File: src/rtl/imem_port_arbiter.sv
// Shares the single-port instruction memory between IF fetch (A) and the loader/debug port (B),
// and holds the pipeline in BOOT until the loader finishes.
module imem_port_arbiter #(
    parameter int ADDR_W   = 12,
    parameter int DATA_W   = 32,
    parameter int MAX_WAIT = 4
) (
    input  logic              clk,
    input  logic              rst,
    input  logic              a_req,
    input  logic [31:0]       a_addr,
    output logic              a_gnt,
    output logic              a_rvalid,
    output logic [DATA_W-1:0] a_rdata,
    output logic              hold,
    input  logic              b_req,
    input  logic              b_we,
    input  logic [31:0]       b_addr,
    input  logic [DATA_W-1:0] b_wdata,
    output logic              b_gnt,
    output logic              b_rvalid,
    output logic [DATA_W-1:0] b_rdata,
    input  logic              boot_done,
    input  logic              soft_boot,
    output logic              mem_en,
    output logic              mem_we,
    output logic [ADDR_W-1:0] mem_addr,
    output logic [DATA_W-1:0] mem_wdata,
    input  logic [DATA_W-1:0] mem_rdata,
    output logic              dbg_state,
    output logic [3:0]        dbg_wait_cnt
);

    typedef enum logic {
        ST_BOOT = 1'b0,
        ST_RUN  = 1'b1
    } state_t;

    state_t     state;
    logic [3:0] wait_cnt;
    logic       starved;
    logic       unused_addr_bits;

    assign starved = (wait_cnt == 4'(MAX_WAIT));

    // Handshake: a request is accepted in the same cycle its gnt is high; read data
    // follows exactly one cycle later with rvalid. Nothing is granted while rst is high.
    always_comb begin
        a_gnt = 1'b0;
        b_gnt = 1'b0;
        hold  = 1'b1;
        if (!rst) begin
            if (state == ST_BOOT) begin
                b_gnt = b_req;
            end else begin
                b_gnt = b_req & (~a_req | starved);
                a_gnt = a_req & ~b_gnt;
                hold  = a_req & ~a_gnt;
            end
        end
    end

    assign mem_en    = a_gnt | b_gnt;
    assign mem_we    = b_gnt & b_we;
    assign mem_addr  = b_gnt ? b_addr[ADDR_W+1:2] : a_addr[ADDR_W+1:2];
    assign mem_wdata = b_wdata;
    assign a_rdata   = mem_rdata;
    assign b_rdata   = mem_rdata;

    assign dbg_state    = state;
    assign dbg_wait_cnt = wait_cnt;

    // Byte-lane and out-of-range address bits have no meaning for a word-wide memory.
    assign unused_addr_bits = ^{a_addr[31:ADDR_W+2], a_addr[1:0],
                                b_addr[31:ADDR_W+2], b_addr[1:0]};

    always_ff @(posedge clk) begin
        if (rst) begin
            state    <= ST_BOOT;
            wait_cnt <= 4'd0;
            a_rvalid <= 1'b0;
            b_rvalid <= 1'b0;
        end else begin
            a_rvalid <= a_gnt;
            b_rvalid <= b_gnt & ~b_we;

            case (state)
                ST_BOOT: if (boot_done) state <= ST_RUN;
                ST_RUN:  if (soft_boot) state <= ST_BOOT;
                default: state <= ST_BOOT;
            endcase

            if (state == ST_BOOT || b_gnt || !b_req) begin
                wait_cnt <= 4'd0;
            end else if (!starved) begin
                wait_cnt <= wait_cnt + 4'd1;
            end
        end
    end

endmodule

File: config.mk
export PLATFORM = sky130hd
export DESIGN_NAME = imem_port_arbiter
export DESIGN_NICKNAME = d
export VERILOG_FILES = /design/src/rtl/imem_port_arbiter.sv
export SDC_FILE = /design/constraint.sdc
export NUM_CORES = 1
export LEC_CHECK = 0
export BUFFER_PORTS_ARGS = -buffer_cell sky130_fd_sc_hd__clkbuf_2
export CAP_MARGIN = 40
export CORE_AREA = 5 5 96 98
export DETAILED_ROUTE_END_ITERATION = 16
export DIE_AREA = 0 0 101 103
export PLACE_DENSITY_LB_ADDON = 0.1
export SKIP_CTS_REPAIR_TIMING = 1
export SLEW_MARGIN = 20
export SYNTH_ARGS = -nofsm -noshare
export SYNTH_HDL_FRONTEND = slang
export SYNTH_SLANG_ARGS = --single-unit
File: constraint.sdc
create_clock -name clk -period 2.6 [get_ports clk]
set_clock_uncertainty 0.15 [all_clocks]
set_input_delay 0.26 -clock clk [delete_from_list [all_inputs] [get_ports clk]]
set_output_delay 0.26 -clock clk [all_outputs]
set_load 0.005 [all_outputs]
Word-level counts from Yosys, hierarchy flattened
Cells that the tools add are included.

storage, ports and cells
  register bits after elaboration = 7
  latch bits = 0
  bits in writable memories = 0
  bits in read-only memories = 0
  bits of input ports = 135
  memories = 0

cells by class
  $add $sub $neg = 1
  $mul = 0
  divide/modulo/power cells = 0
  order comparisons = 0
  equality and inequality tests = 1
  shift-type cells = 0
  muxes and demuxes = 10
  bitwise logic cells = 12
  reductions and logical operators = 4

operators with widths
  kind                                                                    count
  12-bit 2-to-1 mux                                                       1
  1-bit 2-to-1 mux                                                        8
  1-bit bitwise AND                                                       5
  1-bit NOT                                                               5
  4-bit by 1-bit adder with 4-bit output (second input constant)          1
  4-bit by 3-bit equality test with 1-bit output (second input constant)  1
  1-bit logical OR                                                        2
  1-bit bitwise OR                                                        2
  1-bit case mux with 2 select lines                                      1
  2-bit OR reduction                                                      1
  1-bit zero test                                                         1

Depth between registers and ports, before layout
  depth after elaboration = 9
  mapped depth = 7

Worst setup path after synthesis
Ideal clock, no wire load.

  path type = reg2out
  start point = reg wait_cnt[0], in the netlist dbg_wait_cnt[0]
  end point = out mem_addr[1]
  data arrival time = 1.594 ns
  setup slack = 0.596 ns
  stages on the path, launching flop included = 8
  path buffers = 2
  cell sequence = dfxtp_1 -> inv_1 -> ha_1 -> and3b_1 -> buf_6 -> o21bai_4 -> buf_12 -> mux2_4

between the ends
  word-level cells in the longest chain between the ends = 6

ends and longest elaborated chain
  what                                            line  source
  start, declared                                 40    logic [3:0] wait_cnt;
  start signal, assigned                          96    wait_cnt <= wait_cnt + 4'd1;
  4-bit by 3-bit equality test with 1-bit output  44    assign starved = (wait_cnt == 4'(MAX_WAIT));
  1-bit bitwise OR                                56    b_gnt = b_req & (~a_req | starved);
  1-bit bitwise AND                               56
  1-bit 2-to-1 mux                                53    if (state == ST_BOOT) begin
  1-bit 2-to-1 mux                                52    if (!rst) begin
  12-bit 2-to-1 mux                               65    assign mem_addr = b_gnt ? b_addr[ADDR_W+1:2] : a_addr[ADDR_W+1:2];
  end, declared                                   27    output logic [ADDR_W-1:0] mem_addr,

Every way passes these cells.

Worst setup path after layout
Same ends and word-level chain as after synthesis.

==> impl_metrics.py <==
metrics = {
    "run_status": {
        "outcome": "finished, final reports clean",
    },
    "yosys": {
        "syn-num-nets": 283,
        "yosys_register_bits": 7,
        "yosys-top-cells-count": "buf_4, dfxtp_1, mux2_4",
        "yosysMostFrequentCell": "buf_4",
        "synth.area.top_cells": "buf_4, dfxtp_1, mux2_4",
        "async_flop_share_pct": 0,
        "synth_top_cell_by_area": "buf_4",
        "netlist_area_sq_mm": 0.00125,
        "synth_warnings": 0,
        "synth_flop_cell": "dfxtp_1",
        "netlist.area_leader.share_pct": 57.8,
        "synth_edf_count": 0,
        "synth_cells": 146,
        "avgSynthCellArea_sq_um": 8.54,
        "yosysSeqAreaShare_pct": 11.2,
        "ys_types": 22,
    },
    "final_layout": {
        "syn_to_final_growth_pct": -23.0,
        "layout-drive-gt1-share_pct": 66.7,
        "n_fill_cell": 958,
        "fin_util_pct": 11.5,
        "fin_nets": 246,
        "diodes": 0,
    },
    "run": {
        "cap_violations": 0,
    },
    "pwr": {
        "p_per_area_mw_per_mm2": 373,
        "combPwrFrac_pct": 25.3,
        "swShare_pct": 24.2,
        "power_frac_clock_pct": 43.2,
        "power_leakage_nw": 0.486,
        "p_seq_share_pct": 31.5,
        "internal_power_w": 0.000271,
        "ir_drop_v": 0.000100,
        "power.switching_w": 0.0000867,
    },
    "placed_design": {
        "post-dp-hpwl_microns": 2250,
        "finalWeightedCongestion": 0.622,
        "portBuffers": 54,
    },
    "setup_path": {
        "r2r_start": "dbg_wait_cnt[0]",
        "cp_max_fo": 10,
        "critPathTopFamily": "buffers and inverters",
        "crit_start": "dbg_wait_cnt[0]",
        "cp-start-kind": "register",
        "cp_num_cells": 7,
        "path_class": "reg2out",
        "r2r_cells": 6,
        "slowest_stage": "dfxtp_1",
        "worstPathCellList": "inv_1 > ha_1 > and3b_1 > o21bai_4 > buf_4 > mux2_4 > clkbuf_2",
        "arrival_ps": 2050,
        "end_kind": "output port",
        "required_ps": 2190,
        "cp_num_buf_inv": 3,
        "slowest_delay_ps": 400,
    },
    "clock_tree": {
        "h-tree-depth": 1,
        "clock_sinks": 7,
        "clk_pin_slew_ps": 40,
        "cts_buffers": 3,
        "root_buffer": "clkbuf_8",
        "clockBufferDepth": 2,
        "tritoncts": "done",
        "insertion_delay_ps": 230,
    },
    "floorplanning": {
        "dieArea_sq_mm": 0.0104,
        "ioPinCount": 255,
        "core-area_sq_mm": 0.00838,
        "die_h_microns": 103,
        "core.rowCount": 34,
        "die_x_microns": 101,
        "start_util_pct": 14.9,
    },
    "grt": {
        "track_usage_pct": 4.60,
        "antenna_found_initial": 0,
        "grt_pass1_vias": 727,
        "grt_pass1_wl_microns": 3710,
        "grt_start_max_net_pins": 11,
        "overflow": 0,
    },
    "detailed_routing": {
        "drt_wl_total_microns": 2600,
        "viasPerCell": 3.14,
        "drc": 0,
        "wl_per_cell_microns": 12.1,
        "route.antenna.remaining_nets": 0,
        "first_pass_iters": 3,
        "via_count": 679,
        "drt-initial-drc-count": 6,
    },
    "sta": {
        "final_min_period_over_clock_period_pct": 94.7,
        "max-slew-margin-rel_pct": 79.1,
        "worstMarginPinSlew_ps": 313,
        "fmax_mhz": 406,
        "hold_viol": 0,
        "fin_crit_ps": 2460,
        "tns_ps": 0,
        "maxSlewViolCount": 0,
        "rsz0062_at_grt": "no",
        "finalSetupViolations": 0,
    },
    "hold_path": {
        "hp-class": "in2reg",
        "holdPathStages": 2,
        "hold_start": "b_we",
    },
}
registers in the layout, indices dropped and copies added (netlist names):
signal,count
dbg_state,1
dbg_wait_cnt,4
a_rvalid,1
b_rvalid,1
per-stage QoR:
stage | total power (W) | area [sq um] | std cells | worst slack (ps) | hold WS [ps]
final | 0.000358 | 960 | 216 | 137 | 59.8
after global routing | 0.000383 | 960 | 216 | 21.5 | 56.8
after CTS | 0.000370 | 960 | 216 | 105 | 57.7
after detailed placement | 0.000208 | 915 | 212 | 360 | 300
after global placement | 0.000207 | 915 | 212 | 356 | 297
after floorplan | 0.000278 | 1250 | 146 | 596 | 182
final timing paths:
check	end	slack, ps
min	b_rvalid	60
max reg2reg	b_rvalid	890
min reg2reg	dbg_wait_cnt[0]	380
max	mem_addr[1]	140
placed cells by master (no fill, tap or decap):
| master | instances |
|---|---|
| mux2_4 | 7 |
| nand3b_1 | 1 |
| nand2b_1 | 1 |
| o21bai_4 | 1 |
| a21oi_1 | 1 |
| xnor2_1 | 1 |
| and3b_1 | 1 |
| mux2i_1 | 2 |
| nor4_1 | 2 |
| clkbuf_1 | 1 |
| mux2_2 | 5 |
| nor4b_1 | 1 |
| buf_4 | 2 |
| ha_1 | 2 |
| clkbuf_8 | 3 |
| nand3_1 | 2 |
| a211oi_1 | 2 |
| nand2_1 | 1 |
| clkbuf_2 | 54 |
| nor3_1 | 1 |
| dfxtp_1 | 7 |
| inv_1 | 5 |
| nor2_1 | 5 |
power groups by stage:
stage / clock network, W / registers [W] / logic [W]
after floorplan: 0 / 0.000114 / 0.000163
after global placement: 0 / 0.000115 / 0.0000925
after detailed placement: 0 / 0.000115 / 0.0000930
after CTS: 0.000165 / 0.000113 / 0.0000933
after global routing: 0.000170 / 0.000113 / 0.000100
final: 0.000155 / 0.000113 / 0.0000906
cell type report:
cell class	count	area [sq um]	area share (%)
multi-input cells	36	335	34.9
inverters	5	18.8	1.96
well taps	108	135	14.1
repair buffers	56	285	29.7
clock buffers	4	45.0	4.69
flip-flops and latches	7	140	14.6
logic make-up after synthesis:
logic type / Yosys count / share of synthesized area, %
simple gates: 15 / 6.53
fa+ha+maj: 2 / 2.01
buf+inv: 103 / 61.8
compound gates: 4 / 3.11
flops: 7 / 11.2
xor+xnor: 1 / 0.703
mux: 14 / 14.6
layer usage:
metal / GRT usage (%) / wire, microns / part of all wire (%)
met4: 4.50 / 167 / 6.4
met3: 2.91 / 366 / 14
met5: 0 / 0 / 0
met2: 6.89 / 1220 / 47
met1: 4.22 / 849 / 33
(Power assumes the default switching activity.)
